==> config.mk <==
export PLATFORM = sky130hd
export DESIGN_NAME = serial_sub_nbit_flat
export DESIGN_NICKNAME = d
export VERILOG_FILES = /design/src/rtl/serial_sub_nbit_if.sv /design/src/rtl/serial_sub_nbit.sv /design/src/flat_wrapper.sv
export SDC_FILE = /design/constraint.sdc
export NUM_CORES = 1
export LEC_CHECK = 0
export ABC_CLOCK_PERIOD_IN_PS = 1250
export CORE_MARGIN = 10
export CORE_UTILIZATION = 43
export DETAILED_ROUTE_END_ITERATION = 16
export MAX_ROUTING_LAYER = met4
export PLACE_DENSITY = 0.81
export SLEW_MARGIN = 20
export SYNTH_ARGS = -nofsm -noshare
export SYNTH_HDL_FRONTEND = slang
export SYNTH_SLANG_ARGS = --single-unit
export TNS_END_PERCENT = 1
==> constraint.sdc <==
create_clock -name clk -period 1.25 [get_ports clk]
set_input_delay 0.125 -clock clk [delete_from_list [all_inputs] [get_ports clk]]
set_output_delay 0.125 -clock clk [all_outputs]
set_load 0.1 [all_outputs]
==> src/rtl/serial_sub_nbit_if.sv <==
`default_nettype none
// +--------------------------------------------------------------------------+
// | serial_sub_nbit_if : start/ready/done handshake and operand/result bus   |
// | Rev 1.0 ; op exists only when SERIAL_SUB_ADD_MODE_EN is defined           |
// +--------------------------------------------------------------------------+
interface serial_sub_nbit_if #(
  parameter int WIDTH = 4
);
  logic             start;
  logic [WIDTH-1:0] a;
  logic [WIDTH-1:0] b;
  logic             bin;
`ifdef SERIAL_SUB_ADD_MODE_EN
  logic             op;
`endif
  logic             ready;
  logic             busy;
  logic             done;
  logic [WIDTH-1:0] diff;
  logic             bout;
  logic             ovf;

  modport master (
`ifdef SERIAL_SUB_ADD_MODE_EN
    output op,
`endif
    output start, a, b, bin,
    input  ready, busy, done, diff, bout, ovf
  );

  modport slave (
`ifdef SERIAL_SUB_ADD_MODE_EN
    input  op,
`endif
    input  start, a, b, bin,
    output ready, busy, done, diff, bout, ovf
  );
endinterface
`default_nettype wire

==> src/rtl/serial_sub_nbit.sv <==
`default_nettype none
// +--------------------------------------------------------------------------+
// | serial_sub_nbit : bit-serial ripple-borrow subtractor, one bit per clock  |
// | Rev 1.0 ; SERIAL_SUB_ADD_MODE_EN adds an op input selecting a + b + bin   |
// +--------------------------------------------------------------------------+
module serial_sub_nbit #(
  parameter int WIDTH = 4
) (
  input  logic              clk,
  input  logic              rst,
  serial_sub_nbit_if.slave  bus
);
  localparam int            CW     = (WIDTH > 1) ? $clog2(WIDTH) : 1;
  localparam logic [CW-1:0] C_LAST = CW'(WIDTH - 1);

  typedef enum logic [1:0] {
    IDLE  = 2'd0,
    SHIFT = 2'd1,
    DONE  = 2'd2
  } state_t;

  state_t           state_q, state_d;
  logic [WIDTH-1:0] a_q, a_d, b_q, b_d, diff_q, diff_d;
  logic             br_q, br_d, bout_q, bout_d, ovf_q, ovf_d;
  logic [CW-1:0]    cnt_q, cnt_d;
  logic             op_q, op_d;
  logic             ak, bk, dk, br_nxt, ovf_bit;

  // Operands shift right, so bit 0 is always the bit under process; on the
  // last step it is the captured MSB, which the overflow term needs.
  always_comb begin
    ak = a_q[0];
    bk = b_q[0];
    dk = ak ^ bk ^ br_q;
    if (op_q) begin
      br_nxt  = (ak & bk) | (br_q & (ak ^ bk));
      ovf_bit = ~(ak ^ bk) & (ak ^ dk);
    end else begin
      br_nxt  = (~ak & bk) | (~(ak ^ bk) & br_q);
      ovf_bit = (ak ^ bk) & (ak ^ dk);
    end
  end

  always_comb begin
    state_d = state_q;
    a_d     = a_q;
    b_d     = b_q;
    diff_d  = diff_q;
    br_d    = br_q;
    bout_d  = bout_q;
    ovf_d   = ovf_q;
    cnt_d   = cnt_q;
    op_d    = op_q;
    case (state_q)
      IDLE: begin
        if (bus.start) begin
          a_d     = bus.a;
          b_d     = bus.b;
          br_d    = bus.bin;
          cnt_d   = '0;
`ifdef SERIAL_SUB_ADD_MODE_EN
          op_d    = bus.op;
`else
          op_d    = 1'b0;
`endif
          state_d = SHIFT;
        end
      end
      SHIFT: begin
        a_d    = a_q >> 1;
        b_d    = b_q >> 1;
        br_d   = br_nxt;
        diff_d = {dk, diff_q[WIDTH-1:1]};
        cnt_d  = cnt_q + CW'(1);
        if (cnt_q == C_LAST) begin
          bout_d  = br_nxt;
          ovf_d   = ovf_bit;
          state_d = DONE;
        end
      end
      DONE:    state_d = IDLE;
      default: state_d = IDLE;
    endcase
  end

  always_ff @(posedge clk or posedge rst) begin
    if (rst) begin
      state_q <= IDLE;
      a_q     <= '0;
      b_q     <= '0;
      diff_q  <= '0;
      br_q    <= 1'b0;
      bout_q  <= 1'b0;
      ovf_q   <= 1'b0;
      cnt_q   <= '0;
      op_q    <= 1'b0;
    end else begin
      state_q <= state_d;
      a_q     <= a_d;
      b_q     <= b_d;
      diff_q  <= diff_d;
      br_q    <= br_d;
      bout_q  <= bout_d;
      ovf_q   <= ovf_d;
      cnt_q   <= cnt_d;
      op_q    <= op_d;
    end
  end

  assign bus.ready = (state_q == IDLE);
  assign bus.busy  = (state_q == SHIFT);
  assign bus.done  = (state_q == DONE);
  assign bus.diff  = diff_q;
  assign bus.bout  = bout_q;
  assign bus.ovf   = ovf_q;
endmodule
`default_nettype wire

==> src/flat_wrapper.sv <==
// flat-port wrapper written by rule: the top's interface ports become plain ports
module serial_sub_nbit_flat 
#(
  parameter int WIDTH = 4
)
  (clk, rst, bus_start, bus_a, bus_b, bus_bin, bus_ready, bus_busy, bus_done, bus_diff, bus_bout, bus_ovf);
  serial_sub_nbit_if #(.WIDTH(WIDTH)) bus_i ();
  input  logic clk;
  input  logic rst;
  input wire logic [$bits(bus_i.start)-1:0] bus_start;
  input wire logic [$bits(bus_i.a)-1:0] bus_a;
  input wire logic [$bits(bus_i.b)-1:0] bus_b;
  input wire logic [$bits(bus_i.bin)-1:0] bus_bin;
  output wire logic [$bits(bus_i.ready)-1:0] bus_ready;
  output wire logic [$bits(bus_i.busy)-1:0] bus_busy;
  output wire logic [$bits(bus_i.done)-1:0] bus_done;
  output wire logic [$bits(bus_i.diff)-1:0] bus_diff;
  output wire logic [$bits(bus_i.bout)-1:0] bus_bout;
  output wire logic [$bits(bus_i.ovf)-1:0] bus_ovf;
  assign bus_i.start = bus_start;
  assign bus_i.a = bus_a;
  assign bus_i.b = bus_b;
  assign bus_i.bin = bus_bin;
  assign bus_ready = bus_i.ready;
  assign bus_busy = bus_i.busy;
  assign bus_done = bus_i.done;
  assign bus_diff = bus_i.diff;
  assign bus_bout = bus_i.bout;
  assign bus_ovf = bus_i.ovf;
  serial_sub_nbit #(.WIDTH(WIDTH)) u_core (.clk(clk), .rst(rst), .bus(bus_i));
endmodule
* Word-level counts from Yosys, hierarchy flattened
Index checks and enable logic that the tools add are counted.
W data, S select, Z words.
** Cells by class
- Add/sub/neg operators :: 1
- Eq/ne operators :: 5
- Muxes and demuxes :: 11
- Bitwise gates (word level) :: 9
- Reduce and logical (&&, ||, !) cells :: 5
** Operators with widths (number)
- $pmux W4 S2 :: 2
- $mux W4 :: 2
- $pmux W2 S2 :: 2
- $mux W2 :: 3
- $reduce_and A2 Y1 :: 3
- $eq A2 B2 Y1 const B :: 2
- $and A1 B1 Y1 :: 3
- $xor A1 B1 Y1 :: 3
- $add A2 B1 Y2 const B :: 1
- $eq A2 B1 Y1 const B :: 1
- $logic_not A2 Y1 :: 1
- $ne A2 B1 Y1 const B :: 1
- $ne A2 B2 Y1 const B :: 1
- $not A1 Y1 :: 2
- $pmux W1 S2 :: 1
- $reduce_bool A2 Y1 :: 1
- $mux W1 :: 1
- $or A1 B1 Y1 :: 1
** Word-level totals
- Register bits :: 19
- Input port bits :: 12
- Output and inout bits :: 9
- Word-level logic and storage cells :: 39

* Longest topological paths before layout
Gate-level depths: netlist of the first run.
- Depth after elaboration :: 5
- Gate-level depth with buffers :: 4
- Gate-level depth less buffers :: 4

* Worst setup path after synthesis of the first run
OpenSTA, ideal clock, no wires.
- Path kind :: flip-flop to output port
- Start point :: reg u_core.state_q[0]
- End point :: out bus_done
- Arrival time :: 1376 ps
- Data required time :: 1125 ps
- Setup slack :: -251 ps
- Stages on the path, launching flop included :: 3
- Buffers on the path :: 1
- Path through :: dfrtp_1 -> buf_2 -> and2b_1
** Between the ends
- Cells in the longest elaborated chain, start to end :: 1
** Ends and longest elaborated chain
- start, declared :: RTL line serial_sub_nbit.sv:22 : state_t state_q, state_d;
- start signal, assigned :: RTL line serial_sub_nbit.sv:98 : state_q <= state_d;
- $eq A2 B2 Y1 :: RTL line serial_sub_nbit.sv:112 : assign bus.done = (state_q == DONE);
- end, declared :: RTL line flat_wrapper.sv:16 : output wire logic [$bits(bus_i.done)-1:0] bus_done;
Every way passes these cells.

* Worst setup path in the final report of the first run
- Start point :: reg u_core.state_q[1]
- End point :: out bus_busy
** Between the ends
- Cells in the longest elaborated chain, start to end :: 1
** Ends and longest elaborated chain
- $eq A2 B1 Y1 :: RTL line serial_sub_nbit.sv:111 : assign bus.busy = (state_q == SHIFT);
- end, declared :: RTL line flat_wrapper.sv:15 : output wire logic [$bits(bus_i.busy)-1:0] bus_busy;
Every way passes these cells.

==> results.toml, run 1 <==
[grt]
total_global_routing_overflow = 0
grt_start_max_net_pins = 20
grt_pass1_vias = 790
grt_use_total_pct = 10.52
antenna_found_initial = 0
grt_first_pass_wirelength_um = 3670

[floorplanning]
core-area_um2 = 2022
die_height_um = 66.59
io-pin-count = 21
design.die.area_um2 = 4434
core.rowCount = 16
floorplan.die.width_um = 66.59
start_util_pct = 46.16

[logic_synthesis]
synth_seq_area_share_pct = 50.94
dominantRegCellSynth = "sky130_fd_sc_hd__dfrtp_1"
synthesis.area_um2 = 933.4
yosysTopAreaCellShare_pct = 50.94
synth_edf_count = 0
syn_nets = 91
yosys_register_bits = 19
yosysWarnings = 0
synth_cell_types = 30
synth.largest_area_cell = "sky130_fd_sc_hd__dfrtp_1"
synth.cells.most_frequent = "sky130_fd_sc_hd__dfrtp_1, sky130_fd_sc_hd__inv_1, sky130_fd_sc_hd__a222oi_1, sky130_fd_sc_hd__nor2b_1, sky130_fd_sc_hd__mux2_2"
syn-instance-count = 76
async_reset_ff_share_pct = 100.0
synth.most_common_cell = "sky130_fd_sc_hd__dfrtp_1"
yosys-top-cells-area = "sky130_fd_sc_hd__dfrtp_1, sky130_fd_sc_hd__a222oi_1, sky130_fd_sc_hd__inv_1"
syn-mean-instance-area_um2 = 12.28

[final_layout]
layoutNonFillerInstCount = 141
synthesis_to_finish_area_growth_pct = 52.01
fillerInstances = 150
layout-drive-gt1-share_pct = 35.09
num-nets-final = 130
n_antenna_cell = 0

[clock_network]
cts_tree = "built"
tritoncts.num_buffers = 3
clock_insertion_delay_worst_skew_ps = 290
cts.sinks = 19
number_of_levels_in_the_clock_h_tree = 1
ctsRootBufferMaster = "sky130_fd_sc_hd__clkbuf_4"
clkSlewWorstSetupHoldPaths_ps = 100
cts-root-to-sink-buffers = 2
holdBufCountCts = 0

[worst_setup_path]
largest_delay_contributor_family_on_the_critical_path = "flip-flops"
crit_path_end_kind = "output port"
critPathMaxStageDelay_ps = 450
path_cells = "and2b_4, buf_6, buf_12"
reg2reg_setup_slack_ps = -100
worstPathArrival_ps = 1290
cp_data_required_time_ps = 1120
worst-setup-path-type = "reg2out"
timing.critical_path.fanout_max = 5
critPathLaunchType = "flip-flop"
timing.critical_path.buf_inv = 2
worst_path_max_delay_cell = "sky130_fd_sc_hd__dfrtp_2"

[routing]
top_layer_used = "met4"
first_iter_violations = 43
drt-vias-per-instance = 5.064
route.detailed.wl_per_inst_um = 15.45
met1_length_um = 877
totalWireLength_um = 2178
vias = 714
drcViolationCount = 0
route.met2.wl_um = 1140
detail_route.first_pass.iterations = 4
detailroute.wirelength.met3_um = 144
detail-route-antenna-nets = 0

[timing]
relSlewSlack_pct = 80.75
timing.final.ws_setup_ps = -165.6
final_min_period_over_clock_period_pct = 113.2
report.final.slew_viol_count = 0
skew_ps = 2.785
rsz0062_at_grt = "true"
tightest_slew_ps = 285.1
final-setup-viol-count = 7
min_period_ps = 1416
final.hold.worst_slack_ps = 147.4
clock.fmax_mhz = 706.4
final_hold_viol_count = 0

[placed_design]
place.gp.congestion = 0.7488
numPlacedInstances = 131
detailed_placement_hpwl_um = 1572
io_buffers = 20

[status]
failed_checks = "negative setup slack"
run_status = "finished with violations"

[run]
max_cap_viols = 0

[min_path]
worstHoldPathType = "in2async"
-- cell usage in the layout, fill, tap and decap left out, types with 2 or more instances in the layout --
cell	count
sky130_fd_sc_hd__a221oi_1	2
sky130_fd_sc_hd__a222oi_1	5
sky130_fd_sc_hd__buf_12	9
sky130_fd_sc_hd__buf_4	13
sky130_fd_sc_hd__buf_6	5
sky130_fd_sc_hd__clkbuf_4	3
sky130_fd_sc_hd__clkdlybuf4s50_1	11
sky130_fd_sc_hd__dfrtp_1	18
sky130_fd_sc_hd__ha_1	2
sky130_fd_sc_hd__inv_1	12
sky130_fd_sc_hd__mux2_4	3
sky130_fd_sc_hd__nand2b_1	2
sky130_fd_sc_hd__nand4bb_1	2
sky130_fd_sc_hd__nor2_1	2
sky130_fd_sc_hd__nor2b_1	5
sky130_fd_sc_hd__nor4b_1	2
-- metal layers --
layer  vias to the layer above  global-route usage (%)
met2                        19                   17.77
met4                         0                   3.141
met1                       349                   11.29
li1                        344                       -
met3                         2                   3.679
met5                         -                       -
-- state kept, by name, summed over array words and instances (netlist names) --
register	count
u_core.bus.bout	1
u_core.cnt_q	2
u_core.b_q	4
u_core.bus.ovf	1
u_core.a_q	4
u_core.br_q	1
u_core.bus.diff	4
u_core.state_q	2
-- layout make-up --
type                       count  area (um^2)  area share, %
sequential                    19        476.7          33.60
timing repair buffer          38        444.2          31.31
multi-input combinational     41        392.9          27.69
inverter                      12        45.04          3.175
tap                           27        33.78          2.381
clock buffer                   4        26.28          1.852
-- final timing paths --
check,start,end,depth (start not counted)
min,rst,u_core.state_q[1],3
min reg2reg,u_core.b_q[3],u_core.b_q[3],1
max in group asynchronous,rst,u_core.state_q[1],3
max reg2reg,u_core.br_q,u_core.bus.ovf,3
max,u_core.state_q[1],bus_busy,3
min in group clk,bus_b[0],u_core.b_q[0],3
-- through the flow --
stage | worst slack, ps | utilization [%] | area (um^2) | TNS, ps
floorplan | -212.4 | - | 940.9 | -1445
global placement | -49.96 | 65.16 | 1318 | -177.5
detailed placement | -86.43 | 65.16 | 1318 | -392.9
CTS | -158.3 | 69.25 | 1400 | -674.5
global route | -215.2 | 70.17 | 1419 | -1443
finish | -165.6 | 70.17 | 1419 | -541.0
-- worst reg2reg max path, delay by kind of cell, from the launching register on --
family                     cells  cell delay, ps
DFF                            1             420
AOI/OAI and AO/OA              1              90
xor gates and xnor gates       1             140
adders and majority gates      1             590
-- logic make-up (layout without fill, tap and decap cells) --
logic type | count (synthesis) | count (layout) | synth area share [%]
muxes | 6 | 6 | 7.506
AOI/OAI and AO/OA | 13 | 13 | 13.41
xor gates and xnor gates | 1 | 1 | 0.9385
and+or+nand+nor | 18 | 18 | 14.21
buffers and inverters | 16 | 54 | 8.176
DFF | 19 | 19 | 50.94
adders and majority gates | 3 | 3 | 4.825
-- timing repair --
| action | in CTS | in global routing |
|---|---|---|
| buffers inserted | 5 | 1 |
| endpoints found under the setup margin | 5 | 19 |
| pin swaps | 6 | 1 |
| resized for setup | 6 | 3 |
Power of run 1 is not shown: default switching activity piles up to over one toggle a cycle in this logic, so the estimate is an artifact.
==> run 2, diff against run 1 <==
Settings changed: CELL_PAD_IN_SITES_DETAIL_PLACEMENT set to 0, CELL_PAD_IN_SITES_GLOBAL_PLACEMENT set to 1, CORE_ASPECT_RATIO set to 1.1, CORE_UTILIZATION 43 to 34, PLACE_DENSITY 0.81 to 0.8.
==> results.toml, run 2 (synthesis results as in run 1) <==
[grt]
grt_first_pass_wirelength_um = 3663
grt_pass1_vias = 797
grt_use_total_pct = 8.703
antenna_found_initial = 0
total_global_routing_overflow = 0
grt_start_max_net_pins = 20

[worst_setup_path]
timing.critical_path.fanout_max = 5
cp_data_required_time_ps = 1120
reg2reg_to = "u_core.bus.ovf"
logic_depth_of_the_worst_path_buffers_included = 3
worst_path_max_delay_cell = "sky130_fd_sc_hd__dfrtp_1"
worst-setup-path-type = "reg2out"
worst_setup_path_endpoint = "bus_busy"
reg2reg_setup_slack_ps = -110
critPathLaunchType = "flip-flop"
crit_startpoint = "u_core.state_q[1]"
crit_path_end_kind = "output port"
path_cells = "and2b_4, buf_6, buf_12"
r2r_start = "u_core.br_q"
timing.reg2reg.worst_path_depth = 3
timing.critical_path.buf_inv = 2
worstPathArrival_ps = 1300
largest_delay_contributor_family_on_the_critical_path = "flip-flops"
critPathMaxStageDelay_ps = 450

[placed_design]
numPlacedInstances = 137
io_buffers = 20
dpl_worst_slack_ps = -105.7
place.gp.congestion = 0.7685
detailed_placement_hpwl_um = 1585

[clock_network]
number_of_levels_in_the_clock_h_tree = 1
ctsRootBufferMaster = "sky130_fd_sc_hd__clkbuf_4"
clock_insertion_delay_worst_skew_ps = 300
tritoncts.num_buffers = 3
cts_tree = "built"
cts.sinks = 19
clkSlewWorstSetupHoldPaths_ps = 110
holdBufCountCts = 0
cts-root-to-sink-buffers = 2

[final_layout]
most_frequent_cells_in_the_layout = "sky130_fd_sc_hd__dfrtp_1, sky130_fd_sc_hd__buf_4, sky130_fd_sc_hd__inv_1"
layout_commonest_cell = "sky130_fd_sc_hd__dfrtp_1"
fillerInstances = 227
num-nets-final = 132
layoutNonFillerInstCount = 147
n_antenna_cell = 0
layout-drive-gt1-share_pct = 38.79
synthesis_to_finish_area_growth_pct = 54.02

[routing]
first_iter_violations = 27
detail-route-antenna-nets = 0
drcViolationCount = 0
detail_route.first_pass.iterations = 4
route.detailed.wl_per_inst_um = 14.67
drt-vias-per-instance = 5.007
vias = 736
totalWireLength_um = 2156

[timing]
final.hold.worst_slack_ps = 151.5
final-setup-viol-count = 13
clock.fmax_mhz = 700.3
min_period_ps = 1428
skew_ps = 5.473
rsz0062_at_grt = "true"
timing.final.ws_setup_ps = -177.9
report.final.slew_viol_count = 0
final_min_period_over_clock_period_pct = 114.2
tightest_slew_ps = 279.3
relSlewSlack_pct = 81.33
final_hold_viol_count = 0
final.setup.tns_ps = -1045

[status]
run_status = "finished with violations"
failed_checks = "negative setup slack"

[floorplanning]
io-pin-count = 21
core-area_um2 = 2567
core.rowCount = 19
design.die.area_um2 = 5243
start_util_pct = 36.35
die_height_um = 74.96
floorplan.die.width_um = 69.96

[run]
max_cap_viols = 0

[min_path]
worstHoldPathType = "in2async"
==> run 2: worst min path at each step <==
| stage | to | slack [ps] | cells past startpoint |
|---|---|---|---|
| after floorplan | u_core.a_q[0] | 80 | 1 |
| after CTS | u_core.bus.bout | 160 | 3 |
| final | u_core.bus.diff[3] | 150 | 3 |
| after detailed placement | u_core.bus.diff[3] | 490 | 3 |
| after global routing | u_core.bus.ovf | 170 | 3 |
| after global placement | u_core.bus.ovf | 470 | 3 |
==> run 2: metal layers <==
layer,wire [um],global-route usage [%],vias to the layer above
met2,1090,15.01,24
met1,939,9.255,359
met3,120,3.417,2
met4,5,2.193,0
met5,0,-,-
li1,-,-,351
==> run 2: what timing repair did <==
action                                  CTS  global route
endpoints found under the setup margin    5            16
setup buffers                             6             0
pin swaps                                 1             2
gates resized for setup                   6             4
==> run 2: layout make-up <==
| class | count | area [um^2] | share of cell area [%] |
|---|---|---|---|
| multi-input cells | 41 | 395.4 | 27.50 |
| clock buffers | 4 | 26.28 | 1.828 |
| flip-flops and latches | 19 | 476.7 | 33.16 |
| inverters | 12 | 45.04 | 3.133 |
| well taps | 31 | 38.79 | 2.698 |
| repair buffers | 40 | 455.4 | 31.68 |
==> run 2: metrics by stage <==
step                      instance area (um^2)  util [%]
after floorplan                          940.9         -
after global placement                    1338     52.10
after detailed placement                  1338     52.10
after CTS                                 1430     55.70
after global routing                      1438     55.99
final                                     1438     55.99
==> run 2: worst reg2reg max path, cell delays in order (launching register included) <==
cell	delay [ps]
sky130_fd_sc_hd__dfrtp_1	420
sky130_fd_sc_hd__fa_2	590
sky130_fd_sc_hd__xor2_1	150
sky130_fd_sc_hd__o22ai_1	100
Power of run 2 is left out for the same reason.
